`src/rtl/fft_pkg.sv`:
```
// Shared definitions for the 64-point in-place FFT: default size, the
// unload FSM encoding and the index/bank/address mapping helpers used by
// both the FFT control block and the output reader.
package fft_pkg;

  localparam int N_LOG2_DEF = 6;
  // Widest index the mapping helpers accept; callers zero-extend.
  localparam int MAX_W = 16;

  typedef enum logic [1:0] {
    RD_IDLE  = 2'd0,
    RD_RUN   = 2'd1,
    RD_DRAIN = 2'd2
  } rd_state_t;

  // Reverse the low w bits of v; bits at or above w come back as zero.
  function automatic logic [MAX_W-1:0] bitrev(input logic [MAX_W-1:0] v,
                                              input int unsigned w);
    logic [MAX_W-1:0] r;
    r = '0;
    for (int i = 0; i < MAX_W; i++) begin
      if (i < int'(w)) begin
        r[i] = v[int'(w) - 1 - i];
      end else begin
        r[i] = 1'b0;
      end
    end
    return r;
  endfunction

  // Bank select: XOR-reduction of the index (invariant under bit reversal).
  function automatic logic parity(input logic [MAX_W-1:0] v);
    return ^v;
  endfunction

  // Word address inside a bank: natural index without its lowest bit.
  function automatic logic [MAX_W-1:0] addr_of(input logic [MAX_W-1:0] m);
    return {1'b0, m[MAX_W-1:1]};
  endfunction

endpackage

```
`src/rtl/fft_out_fifo.sv`:
```
// Two-entry synchronous FIFO with occupancy output. Push and pop may happen
// in the same cycle; reset flushes contents so the head reads as zero.
module fft_out_fifo #(
  parameter int W = 39
) (
  input  logic         clk,
  input  logic         rst,
  input  logic         push,
  input  logic [W-1:0] push_data,
  input  logic         pop,
  output logic [W-1:0] head,
  output logic [1:0]   count,
  output logic         not_empty
);

  logic [W-1:0] mem_r [2];
  logic         wr_ptr_r;
  logic         rd_ptr_r;
  logic [1:0]   count_r;
  logic         push_ok_s;
  logic         pop_ok_s;

  // Qualify requests so an empty pop or a full push without pop is dropped.
  always_comb begin
    pop_ok_s  = pop && (count_r != 2'd0);
    push_ok_s = push && ((count_r != 2'd2) || pop_ok_s);
  end

  // Storage, pointers and occupancy, flushed by reset.
  always_ff @(posedge clk) begin
    if (rst) begin
      mem_r[0] <= '0;
      mem_r[1] <= '0;
      wr_ptr_r <= 1'b0;
      rd_ptr_r <= 1'b0;
      count_r  <= 2'd0;
    end else begin
      if (push_ok_s) begin
        mem_r[wr_ptr_r] <= push_data;
        wr_ptr_r        <= ~wr_ptr_r;
      end
      if (pop_ok_s) begin
        rd_ptr_r <= ~rd_ptr_r;
      end
      case ({push_ok_s, pop_ok_s})
        2'b10:   count_r <= count_r + 2'd1;
        2'b01:   count_r <= count_r - 2'd1;
        default: count_r <= count_r;
      endcase
    end
  end

  assign head      = mem_r[rd_ptr_r];
  assign count     = count_r;
  assign not_empty = (count_r != 2'd0);

endmodule

```
`src/rtl/fft_output_reader.sv`:
```
// Unloads FFT results from the two bit-reversed banks in natural order
// k = 0..N-1 and streams them on a valid/ready interface. Reads are issued
// only when the output FIFO is guaranteed to have room for the result.
module fft_output_reader
  import fft_pkg::*;
#(
  parameter int DATA_W = 32,
  parameter int N_LOG2 = N_LOG2_DEF
) (
  input  logic                clk,
  input  logic                rst,
  input  logic                start,
  output logic                busy,
  output logic                done,
  output logic                re_b0,
  output logic [N_LOG2-2:0]   raddr_b0,
  input  logic [DATA_W-1:0]   rdata_b0,
  output logic                re_b1,
  output logic [N_LOG2-2:0]   raddr_b1,
  input  logic [DATA_W-1:0]   rdata_b1,
  output logic                out_valid,
  input  logic                out_ready,
  output logic [DATA_W-1:0]   out_data,
  output logic [N_LOG2-1:0]   out_index,
  output logic                out_last
);

  localparam int N      = 1 << N_LOG2;
  localparam int ADDR_W = N_LOG2 - 1;
  localparam int FW     = DATA_W + N_LOG2 + 1;
  localparam logic [N_LOG2-1:0] K_LAST = N_LOG2'(N - 1);

  rd_state_t          state_r, state_nxt_s;
  logic [N_LOG2-1:0]  k_iss_r, k_iss_nxt_s;
  logic               done_r, done_nxt_s;
  logic               rd_pend_r;   // a read result arrives this cycle
  logic               rd_bank_r;   // bank that result comes from
  logic [N_LOG2-1:0]  rd_k_r;      // frequency index of that result
  logic               issue_s;
  logic               pop_s;
  logic               credit_s;
  logic [2:0]         occ_s;
  logic               bank_s;
  logic [ADDR_W-1:0]  addr_s;
  logic [DATA_W-1:0]  rd_data_s;
  logic [FW-1:0]      push_word_s;
  logic [FW-1:0]      head_s;
  logic [1:0]         fifo_count_s;
  logic               fifo_ne_s;

  // Map the issue index to bank and word address, and evaluate read credit.
  always_comb begin
    bank_s   = parity(MAX_W'(k_iss_r));
    addr_s   = ADDR_W'(addr_of(bitrev(MAX_W'(k_iss_r), N_LOG2)));
    pop_s    = fifo_ne_s && out_ready;
    occ_s    = {1'b0, fifo_count_s} + {2'b00, rd_pend_r};
    credit_s = (occ_s < (3'd2 + {2'b00, pop_s}));
  end

  // Unload FSM: next state, issue counter, read issue and done pulse.
  always_comb begin
    state_nxt_s = state_r;
    k_iss_nxt_s = k_iss_r;
    done_nxt_s  = 1'b0;
    issue_s     = 1'b0;
    case (state_r)
      RD_IDLE: begin
        k_iss_nxt_s = '0;
        // A start coinciding with done is not a new request.
        if (start && !done_r) begin
          state_nxt_s = RD_RUN;
        end else begin
          state_nxt_s = RD_IDLE;
        end
      end
      RD_RUN: begin
        if (credit_s) begin
          issue_s = 1'b1;
          if (k_iss_r == K_LAST) begin
            state_nxt_s = RD_DRAIN;
            k_iss_nxt_s = '0;
          end else begin
            k_iss_nxt_s = k_iss_r + N_LOG2'(1);
          end
        end else begin
          k_iss_nxt_s = k_iss_r;
        end
      end
      RD_DRAIN: begin
        if (pop_s && out_last) begin
          state_nxt_s = RD_IDLE;
          done_nxt_s  = 1'b1;
        end else begin
          state_nxt_s = RD_DRAIN;
        end
      end
      default: begin
        state_nxt_s = RD_IDLE;
      end
    endcase
  end

  // Drive only the selected bank; the idle bank sees address zero.
  always_comb begin
    re_b0    = 1'b0;
    re_b1    = 1'b0;
    raddr_b0 = '0;
    raddr_b1 = '0;
    if (issue_s) begin
      if (bank_s) begin
        re_b1    = 1'b1;
        raddr_b1 = addr_s;
      end else begin
        re_b0    = 1'b1;
        raddr_b0 = addr_s;
      end
    end else begin
      re_b0 = 1'b0;
    end
  end

  // State, counters and the one-cycle read-return pipeline.
  always_ff @(posedge clk) begin
    if (rst) begin
      state_r   <= RD_IDLE;
      k_iss_r   <= '0;
      done_r    <= 1'b0;
      rd_pend_r <= 1'b0;
      rd_bank_r <= 1'b0;
      rd_k_r    <= '0;
    end else begin
      state_r   <= state_nxt_s;
      k_iss_r   <= k_iss_nxt_s;
      done_r    <= done_nxt_s;
      rd_pend_r <= issue_s;
      rd_bank_r <= bank_s;
      rd_k_r    <= k_iss_r;
    end
  end

  // Select the returning bank and pack the sample with its index and last flag.
  always_comb begin
    if (rd_bank_r) begin
      rd_data_s = rdata_b1;
    end else begin
      rd_data_s = rdata_b0;
    end
    push_word_s = {(rd_k_r == K_LAST), rd_k_r, rd_data_s};
  end

  fft_out_fifo #(
    .W (FW)
  ) u_fifo (
    .clk       (clk),
    .rst       (rst),
    .push      (rd_pend_r),
    .push_data (push_word_s),
    .pop       (pop_s),
    .head      (head_s),
    .count     (fifo_count_s),
    .not_empty (fifo_ne_s)
  );

  assign busy      = (state_r != RD_IDLE);
  assign done      = done_r;
  assign out_valid = fifo_ne_s;
  assign out_data  = head_s[DATA_W-1:0];
  assign out_index = head_s[DATA_W +: N_LOG2];
  assign out_last  = head_s[FW-1];

endmodule

```
`config.mk`:
```
export PLATFORM = sky130hd
export DESIGN_NAME = fft_output_reader
export DESIGN_NICKNAME = d
export VERILOG_FILES = /design/src/rtl/fft_pkg.sv /design/src/rtl/fft_out_fifo.sv /design/src/rtl/fft_output_reader.sv
export SDC_FILE = /design/constraint.sdc
export NUM_CORES = 1
export LEC_CHECK = 0
export ABC_AREA = 1
export BUFFER_PORTS_ARGS = -buffer_cell sky130_fd_sc_hd__buf_2
export CAP_MARGIN = 10
export CORE_ASPECT_RATIO = 0.5
export CORE_MARGIN = 2
export CORE_UTILIZATION = 58
export DETAILED_ROUTE_END_ITERATION = 7
export PLACE_DENSITY = 0.86
export SLEW_MARGIN = 10
export SYNTH_ARGS = -nofsm -noshare
export SYNTH_HDL_FRONTEND = slang
export SYNTH_HIERARCHICAL = 1
export SYNTH_SLANG_ARGS = --single-unit
```
`constraint.sdc`:
```
create_clock -name clk -period 5.1 [get_ports clk]
set_clock_uncertainty 0.1 [all_clocks]
set_input_delay 0 -clock clk [delete_from_list [all_inputs] [get_ports clk]]
set_output_delay 0 -clock clk [all_outputs]
set_load 0.01 [all_outputs]
```
**After elaboration in Yosys (flattened, before gate mapping)**

Memory sizes are Yosys's and may differ from the RTL's. A register that Yosys moved wholly into a read port is not among the register bits.
Index checks and enable logic that the tools add are counted.

- Reduce and logical (&&, ||, !) cells: 17
- Bitwise operators: 3
- Multiplexer cells: 31
- Add/subtract/negate cells: 5
- Equal/unequal tests: 9
- Magnitude comparators: 1

Operators by type and width:

| operator | number |
|---|---|
| two-way mux 39 bit | 1 |
| OR reduction 39 bit | 1 |
| two-way mux 32 bit | 1 |
| two-way mux 5 bit | 4 |
| two-way mux 1 bit | 17 |
| parity 16 bit | 1 |
| == test 6 bit (second input constant) | 2 |
| two-way mux 6 bit | 2 |
| case mux 6 bit (2 select lines) | 1 |
| nonzero test 2 bit | 4 |
| adder 6 x 1 -> 6 bit (second input constant) | 1 |
| two-way mux 2 bit | 3 |
| != test 2 bit (second input constant) | 3 |
| case mux 2 bit (3 select lines) | 1 |
| logical AND 1 bit | 5 |
| == test 2 x 1 -> 1 bit (second input constant) | 2 |
| == test 2 bit (second input constant) | 2 |
| case mux 2 bit (2 select lines) | 1 |
| AND reduction 2 bit | 2 |
| adder 2 x 1 -> 3 bit | 1 |
| adder 2 x 1 -> 3 bit (first input constant) | 1 |
| < comparator 3 bit | 1 |
| NOT 1 bit | 3 |
| adder 2 x 1 -> 2 bit (second input constant) | 1 |
| 5 further kinds | 5 |

- Memories kept: 1
- Flip-flop bits (word level): 21
- Bits in writable memories: 78
- Logic and storage cells: 76

Memories:

| memory | words | bits a word | read ports | clocked after memory_dff | write ports | line | text |
|---|---|---|---|---|---|---|---|
| u_fifo.mem_r | 2 | 39 | 1 | 1 | 2 | fft_out_fifo.sv:16 | `logic [W-1:0] mem_r [2];` |

**Logic depth before layout (Yosys ltp)**

- Depth after elaboration: 10
- Depth in mapped cells: 12
- Depth with buffers taken out: 12

**Cells and area by module**

Netlist, hierarchy kept.

Modules (own cells, without submodules):

| module | area an instance (um^2) | cells each | instances |
|---|---|---|---|
| fft_out_fifo | 3702.3 | 285 | 1 |
| fft_output_reader | 1298.7 | 165 | 1 |

**Worst setup path after synthesis**

OpenSTA, ideal clock, no wires.

- Path kind: register to register
- Start: reg u_fifo.count_r[1] (netlist: u_fifo/count[1])
- End: mem u_fifo.mem_r[0][0] (enable)
- Setup slack: 2572 ps
- Period minus slack after synthesis: 2528 ps
- Arrival time: 2031 ps
- Cell stages (with the launch flop): 9
- Data required time: 4603 ps
- Setup time: 397 ps
- Cells stage by stage: dfxtp_1 > inv_1 > nand2_1 > nand2_1 > inv_1 > nand3b_4 > nand4_4 > buf_6 > nand2_1

RTL lines:

| element | line | text |
|---|---|---|
| from (decl) | fft_out_fifo.sv:19 | `logic [1:0] count_r;` |
| from (signal assigned) | fft_out_fifo.sv:46 | `2'b10: count_r <= count_r + 2'd1;` |
| from (signal assigned) | fft_out_fifo.sv:47 | `2'b01: count_r <= count_r - 2'd1;` |
| from (signal assigned) | fft_out_fifo.sv:48 | `default: count_r <= count_r;` |
| to (decl) | fft_out_fifo.sv:16 |  |

==> results_dict.tcl <==
set metrics [dict create \
    status "finished clean" \
    fin_nets 661 \
    crit_arrival_ps 2900 \
    wl_per_cell_um 15.0 \
    routabilityCongestion 0.846 \
    power.switching_w 0.000502 \
    power_density_nw_per_um2 312 \
    clk_root_buffer_cell "clkbuf_16" \
    drv_slew 0 \
    timing.critical_path.to "u_fifo/mem_r[0][22]" \
    maxCapViolations 0 \
    cts_tree "yes" \
    crit_fanout 41 \
    cts.clk_slew.worst_paths_ps 70 \
    grt_max_degree 42 \
    routed_wl_mm 10.6 \
    top_layer "met4" \
    synth_area_leaders "edfxtp_1, mux2_2, dfxtp_1" \
    synth-seq-cells 100 \
    synth_most_common_cell "nor2_1" \
    rsz0062_at_grt "false" \
    pwr-share-comb 0.168 \
    clk_latency_ps 340 \
    netlist_instances 450 \
    antenna_found_initial 0 \
    syn_area_per_cell_sq_um 11.1 \
    cp-end-kind "flip-flop" \
    required_ps 4970 \
    die_area_sq_um 9430 \
    fp.dieW_um 135 \
    crit_slowest_cell "nand2_2" \
    netlist_area_sq_um 5000 \
    fin_crit_ps 3030 \
    drt-met1-wl_mm 4.13 \
    dp_hpwl_mm 6.62 \
    wl_met3_um 605 \
    p_int_w 0.00140 \
    pwr-share-seq 0.494 \
    grt_pass1_vias 3585 \
    fin_total_pwr_w 0.00191 \
    num_vias 3572 \
    grt_use_total 0.241 \
    firstDrtPassIters 5 \
    htreeDepth 3 \
    dp_slack_ps 2080 \
    async_reset_ff_frac 0 \
    rows 23 \
    synth.largest_area_cell "edfxtp_1" \
    hold_class "in2reg" \
    drive_gt1_frac 0.400 \
    synthFlopType "edfxtp_1" \
    ys_seq_area_frac 0.556 \
    drt-initial-drc-count 317 \
    dr_wl_met2_mm 5.55 \
    reg2reg_depth 7 \
    cpPeakStageDelay_ps 1030 \
    clock-sinks 100 \
    crit_type "reg2reg" \
    p_leak_nw 2.75 \
    start_util 0.612 \
    synth_warnings 6 \
    synth_cell_types 36 \
    io_pins 122 \
    setup_viol 0 \
    post_cts_resized 0 \
    grt_pass1_wl_mm 17.3 \
    startpoint_type "flip-flop" \
    worstMarginPinSlew_ps 1050 \
    portBuffers 121 \
    min_period_over_period 0.594 \
    synth_common_cells "nor2_1, edfxtp_1, inv_1" \
    synth.top_cell.area_share 0.468 \
    utilization 0.748 \
    r2r_end "u_fifo/mem_r[0][22]" \
    crit_start "u_fifo/count[0]" \
    die_y_um 69.7 \
    switching_share 0.264 \
    reg2reg_slack_ps 2070 \
    fin_ws_ps 2070 \
    core_area_sq_um 8170 \
    max_freq_ghz 0.330 \
    synth-edff-count 78 \
    crit_chain "inv_2 -> nand2_1 -> nand2_1 -> inv_1 -> nand3b_4 -> nand4_4 -> nand2_2" \
    numCtsBuffers 9 \
    cts_buffer_depth 2 \
    diodes 0 \
    grt_overflow 0 \
    crit_top_cell "nand2_1" \
    ant_nets 0 \
    ir_worst_vdd_v 0.000198 \
    synthesis.nets 524 \
    relSlewSlack 0.297 \
    finalSetupTns_ps 0 \
    rr_startpoint "u_fifo/count[0]" \
    syn_to_final_growth_pct 22.3 \
    hold_ws_ps 2.24 \
    finalHoldViolCount 0 \
    via_per_inst 5.07 \
    clock_power_share 0.338 \
    route.detailed.drc 0 \
]
==> layout make-up <==
| type | count | area (sq um) |
|---|---|---|
| clock inverter | 7 | 61.3 |
| clock buffer | 9 | 225 |
| fill | 523 | 2060 |
| inverter | 67 | 253 |
| timing repair buffer | 143 | 823 |
| sequential | 100 | 2780 |
| multi-input combinational | 266 | 1830 |
| tap | 112 | 140 |
==> state kept, by name, summed over array words and instances (netlist names), named ones only <==
register and count:
k_iss_r 6, u_fifo/rd_ptr_r 1, rd_k_r 6, state_r 2
rd_bank_r 1, rd_pend_r 1, u_fifo/mem_r 78, u_fifo/wr_ptr_r 1
u_fifo/count 2, done 1
==> worst max-delay path, delay by kind of cell (launching register included) <==
family	cells	cell delay, ps
flip-flops	1	390
AND/OR/NAND/NOR	5	1960
buffers and inverters	2	180
==> placed cells by master, fill, tap and decap left out, types with 3 or more instances in the layout <==
cell type / instances
a21oi_1: 4
buf_2: 121
clkbuf_16: 9
clkinv_4: 3
dfxtp_1: 21
dlygate4sd3_1: 21
edfxtp_1: 78
ha_1: 6
inv_1: 63
inv_2: 3
mux2_2: 59
mux2_4: 10
nand2_1: 32
nand2_2: 5
nand2_4: 3
nand3_1: 13
nand4_1: 4
nor2_1: 102
nor2_2: 9
o21ai_0: 3
==> stage by stage <==
| step | area (sq um) | std cells |
|---|---|---|
| final | 6110 | 704 |
| after global routing | 6110 | 704 |
| after CTS | 6110 | 704 |
| after detailed placement | 5620 | 667 |
| after global placement | 5620 | 667 |
| after floorplan | 5000 | 450 |
==> worst min-delay path by stage <==
stage | start | slack, ps | cells after the start | end
after floorplan | rst | -30 | 1 | state_r[0]
final | rdata_b0[1] | 2 | 4 | u_fifo/mem_r[0][1]
after global placement | start | 170 | 3 | state_r[0]
after detailed placement | start | 200 | 3 | state_r[0]
after CTS | rdata_b0[1] | 2 | 4 | u_fifo/mem_r[1][1]
after global routing | rdata_b0[1] | 8 | 4 | u_fifo/mem_r[1][1]
==> layer usage <==
| metal | track usage | vias to the layer above |
|---|---|---|
| li1 | - | 1750 |
| met5 | 0 | - |
| met3 | 0.0753 | 26 |
| met2 | 0.437 | 130 |
| met1 | 0.267 | 1666 |
| met4 | 0.0891 | 0 |
==> kinds of logic after synthesis <==
family	Yosys count	share of synthesized area
simple gates	178	0.169
flops	100	0.556
buf+inv	84	0.0791
mux	71	0.167
compound gates	10	0.0115
fa+ha+maj	6	0.0150
xor+xnor	1	0.00175
==> power by group through the flow <==
stage	Sequential, W	Combinational, W	Clock, W
floorplan	0.000952	0.000211	0
finish	0.000943	0.000320	0.000645
detailed placement	0.000960	0.000295	0
global placement	0.000956	0.000286	0
global route	0.000947	0.000352	0.000688
CTS	0.000942	0.000318	0.000655
==> what timing repair did <==
action,4_1_cts,5_1_grt
hold buffers,21,0
setup buffers,0,0
setup endpoints to repair,0,0
hold endpoints to repair,28,0
Note: power is estimated with default switching activity, not from simulation.
